File: src/rtl/wb_arb_pkg.sv
// rtl/wb_arb_pkg.sv - shared grant encoding and watchdog sizing for the two-master Wishbone arbiter
package wb_arb_pkg;

  typedef enum logic [1:0] {
    IDLE = 2'd0,
    GNT0 = 2'd1,
    GNT1 = 2'd2
  } grant_t;

  localparam int CNT_W           = 8;
  localparam int TIMEOUT_DEFAULT = 16;

endpackage

File: src/rtl/wb_arb_watchdog.sv
// rtl/wb_arb_watchdog.sv - pending-strobe tracker that pulses timeout when the slave never acks
module wb_arb_watchdog
  import wb_arb_pkg::*;
#(
  parameter int TIMEOUT_CYCLES = TIMEOUT_DEFAULT
) (
  input  logic clk,
  input  logic reset,
  input  logic s_cyc,
  input  logic s_stb,
  input  logic s_stall,
  input  logic s_ack,
  output logic timeout
);

  logic             pending_q;
  logic [CNT_W-1:0] cnt_q;
  logic             accept;

  assign accept  = s_cyc & s_stb & ~s_stall;
  assign timeout = pending_q && (cnt_q == CNT_W'(TIMEOUT_CYCLES));

  // Dropping cyc or timing out abandons the outstanding strobe; an ack may coincide with a new accept.
  always_ff @(posedge clk) begin
    if (reset || !s_cyc || timeout) begin
      pending_q <= 1'b0;
      cnt_q     <= '0;
    end else if (s_ack) begin
      pending_q <= accept;
      cnt_q     <= '0;
    end else if (pending_q) begin
      cnt_q     <= cnt_q + 1'b1;
    end else if (accept) begin
      pending_q <= 1'b1;
      cnt_q     <= '0;
    end
  end

endmodule

File: src/rtl/wb_arbiter_2m.sv
// rtl/wb_arbiter_2m.sv - round-robin two-master Wishbone arbiter with cyc-based locking
// Define WB_ARB_TIMEOUT_EN to add the missing-ack watchdog and err responses.
module wb_arbiter_2m
  import wb_arb_pkg::*;
#(
  parameter int AW             = 32,
  parameter int DW             = 32,
  parameter int TIMEOUT_CYCLES = TIMEOUT_DEFAULT
) (
  input  logic          clk,
  input  logic          reset,
  input  logic          i_m0_wb_cyc,
  input  logic          i_m0_wb_stb,
  input  logic          i_m0_wb_we,
  input  logic [AW-1:0] i_m0_wb_addr,
  input  logic [DW-1:0] i_m0_wb_data,
  output logic          o_m0_wb_ack,
  output logic          o_m0_wb_stall,
  output logic          o_m0_wb_err,
  output logic [DW-1:0] o_m0_wb_data,
  input  logic          i_m1_wb_cyc,
  input  logic          i_m1_wb_stb,
  input  logic          i_m1_wb_we,
  input  logic [AW-1:0] i_m1_wb_addr,
  input  logic [DW-1:0] i_m1_wb_data,
  output logic          o_m1_wb_ack,
  output logic          o_m1_wb_stall,
  output logic          o_m1_wb_err,
  output logic [DW-1:0] o_m1_wb_data,
  output logic          o_s_wb_cyc,
  output logic          o_s_wb_stb,
  output logic          o_s_wb_we,
  output logic [AW-1:0] o_s_wb_addr,
  output logic [DW-1:0] o_s_wb_data,
  input  logic          i_s_wb_ack,
  input  logic          i_s_wb_stall,
  input  logic [DW-1:0] i_s_wb_data
);

  if (TIMEOUT_CYCLES < 2 || TIMEOUT_CYCLES > 255) begin : g_bad_timeout
    $error("wb_arbiter_2m: TIMEOUT_CYCLES out of range 2..255");
  end

  grant_t grant_q, grant_d;
  logic   last_gnt_q, last_gnt_d;
  logic   timeout;

  always_ff @(posedge clk) begin
    if (reset) begin
      grant_q    <= IDLE;
      last_gnt_q <= 1'b1;
    end else begin
      grant_q    <= grant_d;
      last_gnt_q <= last_gnt_d;
    end
  end

  always_comb begin
    grant_d    = grant_q;
    last_gnt_d = last_gnt_q;
    case (grant_q)
      IDLE: begin
        if (i_m0_wb_cyc && i_m1_wb_cyc) grant_d = last_gnt_q ? GNT0 : GNT1;
        else if (i_m0_wb_cyc)           grant_d = GNT0;
        else if (i_m1_wb_cyc)           grant_d = GNT1;
      end
      GNT0: begin
        if (timeout) begin
          grant_d    = IDLE;
          last_gnt_d = 1'b0;
        end else if (!i_m0_wb_cyc) begin
          grant_d    = i_m1_wb_cyc ? GNT1 : IDLE;
          last_gnt_d = 1'b0;
        end
      end
      GNT1: begin
        if (timeout) begin
          grant_d    = IDLE;
          last_gnt_d = 1'b1;
        end else if (!i_m1_wb_cyc) begin
          grant_d    = i_m0_wb_cyc ? GNT0 : IDLE;
          last_gnt_d = 1'b1;
        end
      end
      default: grant_d = IDLE;
    endcase
  end

  always_comb begin
    o_s_wb_cyc  = 1'b0;
    o_s_wb_stb  = 1'b0;
    o_s_wb_we   = 1'b0;
    o_s_wb_addr = '0;
    o_s_wb_data = '0;
    if (grant_q == GNT0) begin
      o_s_wb_cyc  = i_m0_wb_cyc;
      o_s_wb_stb  = i_m0_wb_stb;
      o_s_wb_we   = i_m0_wb_we;
      o_s_wb_addr = i_m0_wb_addr;
      o_s_wb_data = i_m0_wb_data;
    end else if (grant_q == GNT1) begin
      o_s_wb_cyc  = i_m1_wb_cyc;
      o_s_wb_stb  = i_m1_wb_stb;
      o_s_wb_we   = i_m1_wb_we;
      o_s_wb_addr = i_m1_wb_addr;
      o_s_wb_data = i_m1_wb_data;
    end
  end

  // Gating with the owner's cyc drops acks that arrive after the owner abandoned its cycle.
  assign o_m0_wb_ack   = (grant_q == GNT0) & i_m0_wb_cyc & i_s_wb_ack;
  assign o_m1_wb_ack   = (grant_q == GNT1) & i_m1_wb_cyc & i_s_wb_ack;
  assign o_m0_wb_stall = (grant_q == GNT0) ? i_s_wb_stall : 1'b1;
  assign o_m1_wb_stall = (grant_q == GNT1) ? i_s_wb_stall : 1'b1;
  assign o_m0_wb_data  = i_s_wb_data;
  assign o_m1_wb_data  = i_s_wb_data;
  assign o_m0_wb_err   = timeout & (grant_q == GNT0);
  assign o_m1_wb_err   = timeout & (grant_q == GNT1);

`ifdef WB_ARB_TIMEOUT_EN
  wb_arb_watchdog #(
    .TIMEOUT_CYCLES(TIMEOUT_CYCLES)
  ) u_watchdog (
    .clk     (clk),
    .reset   (reset),
    .s_cyc   (o_s_wb_cyc),
    .s_stb   (o_s_wb_stb),
    .s_stall (i_s_wb_stall),
    .s_ack   (i_s_wb_ack),
    .timeout (timeout)
  );
`else
  assign timeout = 1'b0;
`endif

endmodule

File: config.mk
export PLATFORM = sky130hd
export DESIGN_NAME = wb_arbiter_2m
export DESIGN_NICKNAME = d
export VERILOG_FILES = /design/src/rtl/wb_arb_pkg.sv /design/src/rtl/wb_arb_watchdog.sv /design/src/rtl/wb_arbiter_2m.sv
export SDC_FILE = /design/constraint.sdc
export NUM_CORES = 1
export LEC_CHECK = 0
export ABC_CLOCK_PERIOD_IN_PS = 1350
export BUFFER_PORTS_ARGS = -buffer_cell sky130_fd_sc_hd__buf_2
export CAP_MARGIN = 20
export CORE_AREA = 2 2 120 122
export CTS_BUF_LIST = sky130_fd_sc_hd__clkbuf_2 sky130_fd_sc_hd__clkbuf_4 sky130_fd_sc_hd__clkbuf_8
export DETAILED_ROUTE_END_ITERATION = 6
export DIE_AREA = 0 0 122 124
export PLACE_DENSITY = 0.51
export SYNTH_ARGS = -nofsm -noshare
export SYNTH_HDL_FRONTEND = slang
export SYNTH_SLANG_ARGS = --single-unit
File: constraint.sdc
create_clock -name clk -period 1.35 [get_ports clk]
set_input_delay 0 -clock clk [delete_from_list [all_inputs] [get_ports clk]]
set_output_delay 0 -clock clk [all_outputs]
set_load 0.01 [all_outputs]
## Word level (Yosys, flattened, before mapping)

Cells that the tools add are included.

| word-level totals | value |
|---|---|
| memories | 0 |
| bits in read-only memories | 0 |
| input bits | 170 |
| register bits after elaboration | 3 |
| memory bits (writable) | 0 |
| output and inout bits | 137 |
| bits in latches | 0 |
| logic and storage cells | 40 |

| cells by class | value |
|---|---|
| shift operators | 0 |
| bitwise logic cells | 4 |
| equal/unequal tests | 5 |
| div/mod/pow operators | 0 |
| multiply operators | 0 |
| reduce and logical (&&, ||, !) cells | 5 |
| mux-type cells | 24 |
| magnitude comparators | 0 |
| $add $sub $neg | 0 |

Operators with widths:

| cell | count |
|---|---|
| 32-bit two-way mux | 4 |
| 2-bit two-way mux | 7 |
| 1-bit two-way mux | 11 |
| 2-bit one-hot mux with 3 select lines | 1 |
| 3-bit AND reduction | 2 |
| 1-bit AND | 4 |
| 2-bit inequality test, second input constant | 2 |
| 4-bit inequality test, second input constant | 1 |
| 2-bit by 1-bit == test with 1-bit output, second input constant | 1 |
| 2-bit == test, second input constant | 1 |
| 2-bit logical NOT | 1 |
| 1-bit one-hot mux with 2 select lines | 1 |
| 2-bit nonzero test | 1 |
| 1-bit logical AND | 1 |

## Longest topological paths before layout

| depth | value |
|---|---|
| word-level depth | 4 |
| gate-level depth with buffers | 5 |
| gate-level depth less buffers | 3 |

## Worst setup path before layout

No wires, ideal clock.

| path | value |
|---|---|
| path type | register to output |
| start point | register grant_q[1] |
| end point | output o_m1_wb_ack |
| arrival time | 1.111 ns |
| path buffers | 2 |
| required time | 1.350 ns |
| slack | 0.239 ns |
| stages on the path, launching flop included | 6 |
| path through | dfxtp_1 -> inv_2 -> nor2_2 -> buf_4 -> buf_4 -> and3_1 |

| between the ends | value |
|---|---|
| cells in the longest elaborated chain, start to end | 3 |

RTL lines:

| item | line | source |
|---|---|---|
| start: declaration | wb_arbiter_2m.sv:44 | `grant_t grant_q, grant_d;` |
| start signal: assignment | wb_arbiter_2m.sv:53 | `grant_q <= grant_d;` |
| 2-bit == test | wb_arbiter_2m.sv:112 | `assign o_m1_wb_ack = (grant_q == GNT1) & i_m1_wb_cyc & i_s_wb_ack;` |
| 1-bit AND (2 in series) | wb_arbiter_2m.sv:112 |  |
| end: declaration | wb_arbiter_2m.sv:26 | `output logic o_m1_wb_ack,` |

Every way passes these cells.

## Worst setup path in the final report

| path | value |
|---|---|
| start point | register grant_q[1] |
| end point | output o_s_wb_addr[27] |

| between the ends | value |
|---|---|
| cells in the longest elaborated chain, start to end | 3 |
| elaborated cells on any way between the ends | 4 |
| classes of those cells | eq/ne (2); mux (2) |

RTL lines:

| item | line | source |
|---|---|---|
| 2-bit == test | wb_arbiter_2m.sv:101 | `end else if (grant_q == GNT1) begin` |
| 32-bit two-way mux | wb_arbiter_2m.sv:101 |  |
| 32-bit two-way mux * | wb_arbiter_2m.sv:95 | `if (grant_q == GNT0) begin` |
| end: declaration | wb_arbiter_2m.sv:33 | `output logic [AW-1:0] o_s_wb_addr,` |

Every way passes the cells marked *; elsewhere a longest branch is shown, timed or not.

==> summary.txt <==
Startpoint types - register
Crit path time final - 1.43 ns
Period utilisation layout - 106%
Initial Util - 9.73%
Via count - 1,936
Top post-synthesis cells by count - buf_4 (72), a22o_1 (67), buf_2 (8)
Fill cells - 1,533
Number of DRC markers in iteration 0 - 49
Most numerous cell in the Yosys netlist - buf_4
Sequential share of the synthesized area - 4.50%
Biggest area consumer among synthesized cells - a22o_1
Post-synth ARST share - 0%
Worst EP required - 1.35 ns
Drt pass-1 iters - 5
Die height - 124 um
Hold WS - 0.00000470 ns
Cts bufs inserted - 3
Die area - 15,100 um^2
# IOs - 307
CP Data Arrival Time - 1.43 ns
Die W - 122 um
Yosys cell types - 16
Max Clk Rate - 698 MHz
Number of routed nets with antenna violations - 0
Root buffer cell - clkbuf_8
Routed WL - 8790 um
Clock Power Share - 21.6%
CP Max Fanout - 9
Largest net degree at the start of global routing - 36
Routed WL per cell - 17.0 um
TritonCTS clock tree - built
RD Place Congestion - 0.869
Max rail drop VDD - 0.270 mV
Gr usage total - 9.22%
Ys Warns - 0
Crit path kind - register to primary output
CTS max path bufs - 2
EDFF count, synth - 0
Layout cells sized above 1 - 75.9%
Port buffer count - 208
Number of diodes - 0
Dpl hpwl - 5820 um
Clk slew on worst S/H paths - 0.03 ns
Remaining routing DRC violations - 0
Sw frac - 35.4%
Antenna violations before repair - 0
Hold crit path type - primary input to primary output
PwrDens - 483 nW/um^2
H-tree levels - 1
Combinational share of power - 70.8%
Max Cap Viol - 0
Final count of pins violating max slew - 0
Largest cells by area after synthesis - a22o_1 (44%), buf_4 (40%), dfxtp_1 (4.5%), buf_2 (3.0%), and3b_1 (1.3%)
Skew-Pair Late Insertion Delay - 0.22 ns
Core area - 13,700 um^2
Switching power - 0.464 mW
Clock skew - 0.00118 ns
Final worst setup slack - -0.0819 ns
Leakage power - 1.54 nW
Sequential Power Share - 7.6%
Status - finished with violations
Nets - 507
Fin. Hold Viols - 0
Vias in the first global route - 1,811
Yosys reg bits - 3
RSZ-0062 raised after global routing - true
Vias per cell - 3.75
Syn_area_per_cell - 7.95 um^2
Failing checks - setup timing
Area delta synth->final - 103%
Setup TNS - -2.83 ns
GR Overflow Total - 0
Num rows - 43
Synth Cell Area - 1340 um^2
Worst setup EP type - primary output
Gate Count Post-Synth - 168
Int Power - 0.846 mW
First-pass GRT wire length - 10,300 um
Final setup fails - 69
Area share of the largest cell type after synthesis - 44.0%
Commonest register cell after synthesis - dfxtp_1
Sinks on Clock Net - 3
-- stage by stage --
| step | power (mW) | util, % | setup WS [ns] | instance area, um^2 | cells |
|---|---|---|---|---|---|
| 6_report | 1.31 | 19.8 | -0.0819 | 2710 | 516 |
| 3_3_place_gp | 0.809 | 15.6 | 0.0751 | 2140 | 483 |
| 3_5_place_dp | 0.805 | 15.6 | 0.0544 | 2140 | 483 |
| 4_1_cts | 1.25 | 18.4 | -0.0592 | 2530 | 508 |
| 2_1_floorplan | 0.602 | - | 0.239 | 1340 | 169 |
| 5_1_grt | 1.40 | 19.8 | -0.110 | 2710 | 516 |
-- worst max-delay path, cell delays in order, from the launching register on --
cell,delay [ns]
dfxtp_2,0.32
buf_6,0.11
inv_4,0.05
nor2_4,0.04
buf_12,0.14
buf_4,0.14
a22o_1,0.26
buf_2,0.15
-- what timing repair did --
action,CTS,global route
gates resized for setup,21,10
pin swaps,4,7
hold endpoints to repair,0,0
setup buffers,15,2
cloned,7,7
setup endpoints to repair,69,68
hold buffers,0,0
-- layer usage --
layer	GRT usage, %	wire length, um
met1	11.1	3580
met2	16.3	4350
met3	2.24	709
met4	2.51	149
met5	0	0
-- worst paths after layout --
| check | to | slack, ns | cells past startpoint | start |
|---|---|---|---|---|
| hold / removal | o_m1_wb_data[1] | 0.000005 | 0 | i_s_wb_data[1] |
| setup / recovery | o_s_wb_addr[27] | -0.08 | 7 | grant_q[1] |
| setup reg to reg | last_gnt_q | 0.18 | 3 | grant_q[0] |
| hold reg to reg | last_gnt_q | 0.59 | 2 | last_gnt_q |
-- cells by family after synthesis --
logic type             synth area share (%)
buffers and inverters                  44.0
AO/OA/AOI/OAI                          46.3
AND/OR/NAND/NOR                        4.87
flip-flops                             4.50
other                                 0.281
-- layout make-up --
type                    instances  area [um^2]  area share, %
clock buffers                   4         48.8           1.80
repair buffers                243         1650           60.7
inverters                       2         12.5          0.461
flip-flops and latches          3         65.1           2.40
multi-input cells              84          714           26.3
well taps                     180          225           8.31
-- power groups by stage --
stage                     logic, mW  clock network (mW)  registers (mW)
after floorplan               0.500                   0           0.102
after global placement        0.708                   0           0.101
after detailed placement      0.703                   0           0.101
after CTS                     0.869               0.286          0.0993
after global routing          0.999               0.300           0.101
final                         0.928               0.283          0.0998
-- layout by cell type, fill, tap and decap left out, types with 3 or more instances in the layout --
cell and count:
buf_4 9, clkbuf_16 4, buf_6 13, buf_16 6, clkbuf_8 3, buf_12 6, a22o_1 66, buf_2 203
-- sequential cells by signal, indices dropped and copies added, names as in the netlist --
name,count
last_gnt_q,1
grant_q,2
(Power assumes the default switching activity.)
